==> src/rtl/display_scan_ctrl.sv <==
// Time-multiplexed scan controller for an 8-digit, active-low 7-segment display.
// Each digit slot has SETTLE_CYC blanked cycles while the external digit mux settles, then shows the digit.
module display_scan_ctrl #(
    parameter int SCAN_DIV     = 50000,
    parameter int SETTLE_CYC   = 2,
    parameter int BLINK_FRAMES = 64
) (
    input  logic        clk,
    input  logic        rst,
    input  logic        en,
    input  logic [7:0]  blink_mask,
    input  logic [10:0] num,
    output logic [2:0]  light,
    output logic [7:0]  an,
    output logic [7:0]  seg,
    output logic        frame_done
);

    localparam int SW = (SCAN_DIV > 1) ? $clog2(SCAN_DIV) : 1;
    localparam int FW = (BLINK_FRAMES > 1) ? $clog2(BLINK_FRAMES) : 1;

    typedef enum logic [1:0] {IDLE, SETTLE, SHOW} state_t;

    state_t        state, state_nxt;
    logic [SW-1:0] slot_cnt;
    logic [FW-1:0] frame_cnt;
    logic          blink_phase;
    logic [10:0]   code_q;
    logic          settle_end, slot_end, frame_end;

    assign settle_end = (slot_cnt == SW'(SETTLE_CYC - 1));
    assign slot_end   = (slot_cnt == SW'(SCAN_DIV - 1));
    assign frame_end  = slot_end && (light == 3'd7);

    function automatic logic [7:0] decode(input logic [10:0] code);
        case (code)
            11'd0:   decode = 8'hC0;
            11'd1:   decode = 8'hF9;
            11'd2:   decode = 8'hA4;
            11'd3:   decode = 8'hB0;
            11'd4:   decode = 8'h99;
            11'd5:   decode = 8'h92;
            11'd6:   decode = 8'h82;
            11'd7:   decode = 8'hF8;
            11'd8:   decode = 8'h80;
            11'd9:   decode = 8'h90;
            11'd11:  decode = 8'hBF;
            default: decode = 8'hFF;
        endcase
    endfunction

    always_ff @(posedge clk or posedge rst) begin
        if (rst) state <= IDLE;
        else     state <= state_nxt;
    end

    always_comb begin
        state_nxt = state;
        case (state)
            IDLE:    if (en) state_nxt = SETTLE;
            SETTLE:  if (!en) state_nxt = IDLE; else if (settle_end) state_nxt = SHOW;
            SHOW:    if (!en) state_nxt = IDLE; else if (slot_end) state_nxt = SETTLE;
            default: state_nxt = IDLE;
        endcase
    end

    // Slot/frame counters; blink_phase deliberately survives a disable.
    always_ff @(posedge clk or posedge rst) begin
        if (rst) begin
            slot_cnt    <= '0;
            frame_cnt   <= '0;
            blink_phase <= 1'b0;
            light       <= '0;
            code_q      <= '0;
        end else if (state == IDLE || !en) begin
            slot_cnt  <= '0;
            frame_cnt <= '0;
            light     <= '0;
        end else if (state == SETTLE) begin
            slot_cnt <= slot_cnt + 1'b1;
            if (settle_end) code_q <= num;
        end else if (slot_end) begin
            slot_cnt <= '0;
            light    <= light + 3'd1;
            if (light == 3'd7) begin
                if (frame_cnt == FW'(BLINK_FRAMES - 1)) begin
                    frame_cnt   <= '0;
                    blink_phase <= ~blink_phase;
                end else begin
                    frame_cnt <= frame_cnt + 1'b1;
                end
            end
        end else begin
            slot_cnt <= slot_cnt + 1'b1;
        end
    end

    // Outputs derive from registered state only, so reset blanks them asynchronously.
    always_comb begin
        an         = 8'hFF;
        seg        = 8'hFF;
        frame_done = 1'b0;
        if (state == SHOW) begin
            if (!(blink_mask[light] && blink_phase)) an = ~(8'b1 << light);
            seg        = decode(code_q);
            frame_done = en && frame_end;
        end
    end

endmodule

==> config.mk <==
export PLATFORM = sky130hd
export DESIGN_NAME = display_scan_ctrl
export DESIGN_NICKNAME = d
export VERILOG_FILES = /design/src/rtl/display_scan_ctrl.sv
export SDC_FILE = /design/constraint.sdc
export NUM_CORES = 1
export LEC_CHECK = 0
export CAP_MARGIN = 20
export CORE_MARGIN = 1
export CORE_UTILIZATION = 34
export DETAILED_ROUTE_END_ITERATION = 10
export PLACE_DENSITY = 0.55
export SYNTH_ARGS = -nofsm -noshare
export SYNTH_HDL_FRONTEND = slang
export SYNTH_SLANG_ARGS = --single-unit
==> constraint.sdc <==
create_clock -name clk -period 4.2 [get_ports clk]
set_clock_uncertainty 0.1 [all_clocks]
set_input_delay 0.84 -clock clk [delete_from_list [all_inputs] [get_ports clk]]
set_output_delay 0.84 -clock clk [all_outputs]
set_load 0.02 [all_outputs]
==> run metrics <==
status=complete, no violations; I/O pin count=42; synth-to-layout area growth=24.3%; NetSw=234 µW; sequential cell area fraction in the yosys report=41.6%; Worst Path Max Fanout=3; worst min-delay path endpoint=code_q[8]$_DFFE_PP0P_; placed cell count=353; # H-tree levels=2; initial core utilization=36.1%; EDFF count, synth=0; Placer Congestion=0.803; crit path kind=input pin to output port; Vias=around 1800; Flop pwr share=roughly half; initial antenna violation count=0; Worst slew margin=51.3%; grt ovf=0; first-pass GRT wire length=approximately 8.5 mm; min-delay src=code_q[8]$_DFFE_PP0P_; VDD IR-drop max=0.154 mV; Clock Latency Late Sink=0.29 ns; First-pass DRT Iterations=4; TritonCTS clock tree=yes; HPWL after DPL=3.48 mm; Hold Crit Class=flip-flop to flip-flop; final WL=4.77 mm; commonest non-fill, non-tap cell in the layout=clkdlybuf4s50_1; Leak=between 1 and 1.5 nW; P per Cell Area=302 nW/µm²; clock sink count=39; minimum clock period=3.60 ns; clock power share=31.0%; share of layout cells above drive strength 1=8.80%; ys async rst share=100%; Worst Path Required=3.26 ns; flip-flop and latch area=976 µm²; Hold Slack=0.400 ns; RSZ-0062 raised after global routing=no; area of the multi-input gates=around 1300 µm²; Logic pwr share=approximately 18%; Gate Count Post-Synth=241; CTS buffer count=5; worst r2r src=slot_cnt[7]$_DFF_PP0_; post-route setup TNS=0 ns; Slew Limit Fails=0; Syn Area/Cell=9.73 µm²; setup bufs post-CTS=0; Critical Path Source Type=input pin; port bufs=40; Reg clk slew, reported paths=0.07 ns; Slew @ Worst Pin=approximately 0.73 ns; R2R depth=5; die height=85.1 µm; vias in the first global route=1820; Worst R2R End=code_q[9]$_DFFE_PP0P_; largest net degree at the start of global routing=40; yosys warns=0; Primary FF master, synth=dfrtp_1; Crit path arrival time=approximately 2.7 ns; Tcrit/Tclk final=85.6%; Peak Freq=278 MHz; routed length per instance=~13 µm; total die area=slightly above 7000 µm²; CTS Hold Bufs=0; final std cells w/o fill=361; slack of the worst reg-to-reg path=1.89 ns; Final WS setup=0.604 ns; DR vias/cell=5.04; root buffer cell=clkbuf_8; clk buf depth=2; antenna-violating nets left=0; Switching Fraction=26.5%; Distinct cells, synth=46; syn nets=between 200 and 300; core area=6490 µm²; internal power=648 µW; FILL cells=608; Nets=between 300 and 400; Final setup viols=0; DRC Markers=0; final hold viol count=0; Diodes inserted=0; Max Cap Viol=0; Hold Path Cell Cnt=1; commonest non-fill, non-tap cells in the layout=clkdlybuf4s50_1 (40), dfrtp_1 (39), nor2_1 (30); Tot GR Track Use=14.7%; DRT iter0 DRCs=68; # rows=29; pre-CTS setup slack=0.605 ns; die span in x=85.1 µm; Post-CTS Resized=0; flops & latches, synth=39; critical path endpoint category=output port; Synth Cell Area=between 2000 and 2500 µm²
## final cells by class
cell class	count	area share [%]
Sequential cell	39	33.5
Multi-Input combinational cell	183	43.9
Tap cell	77	3.30
Inverter	11	1.42
Timing Repair Buffer	43	14.5
Clock buffer	8	3.43
## worst max-delay path by stage
stage / from / endpoint / slack (ns) / depth (start not counted)
2_1_floorplan: blink_mask[3] / an[0] / 1.52 / 3
3_3_place_gp: blink_mask[3] / an[7] / 0.63 / 7
3_5_place_dp: blink_mask[7] / an[5] / 0.61 / 5
4_1_cts: blink_mask[7] / an[5] / 0.60 / 5
5_1_grt: state[1]$_DFFE_PP0P_ / seg[0] / 0.49 / 7
6_report: blink_mask[7] / an[5] / 0.60 / 5
## stage by stage
stage | area, µm² | utilization [%] | power, mW
global placement | 2820 | 43.3 | 0.615
finish | 2920 | 44.9 | 0.882
floorplan | 2350 | - | 0.568
detailed placement | 2820 | 43.3 | 0.618
global route | 2920 | 44.9 | 0.945
CTS | 2920 | 44.9 | 0.902
## synthesized netlist by cell type (4+ instances only)
cell type  instances  area share, %
a21oi_1           10            2.1
and3_1             4            1.1
dfrtp_1           39             42
ha_1              15            8.0
inv_1             11            1.8
mux2_4             9            5.8
nand2_1           20            3.2
nand2b_1           4            1.1
nand3_1           20            4.3
nand4_1            7            1.9
nor2_1            30            4.8
o21ai_0            4           0.85
o21ai_1            6            1.3
xnor2_1            7            2.6
xor2_1            10            3.7
## power groups by stage
stage                     combinational [mW]  clock (mW)  sequential (mW)
after global routing                   0.179       0.307            0.459
after global placement                 0.157           0            0.459
after detailed placement               0.158           0            0.460
after floorplan                        0.131           0            0.437
after CTS                              0.160       0.290            0.452
final                                  0.157       0.273            0.451
## sequential cells by signal, summed over array words and instances, names as in the netlist
name         flops
slot_cnt        16
state            2
blink_phase      1
light            3
code_q          11
frame_cnt        6
## routing by layer
layer | track usage (%) | vias up | wire, µm
li1 | - | 925 | -
met1 | 20.0 | 844 | 2370
met2 | 23.1 | 40 | 2080
met3 | 3.02 | 10 | 221
met4 | 6.01 | 0 | 89
met5 | 0 | - | 0
## critical path: stages
cell and delay (ns):
clkdlybuf4s50_1 0.40, mux4_2 0.48, a21oi_1 0.27, nand3_1 0.12, clkdlybuf4s50_1 0.54
## kinds of logic (layout without fill, tap and decap cells)
family / after synthesis / after routing / synth area share (%)
buffers and inverters: 19 / 62 / 3.89
DFF: 39 / 39 / 41.6
muxes: 13 / 13 / 8.64
AOI/OAI and AO/OA: 30 / 30 / 7.63
other: 1 / 1 / 0.160
adders and majority gates: 15 / 15 / 8.00
and+or+nand+nor: 107 / 107 / 23.7
xor gates and xnor gates: 17 / 17 / 6.35
Note: power is estimated with default switching activity, not from simulation.
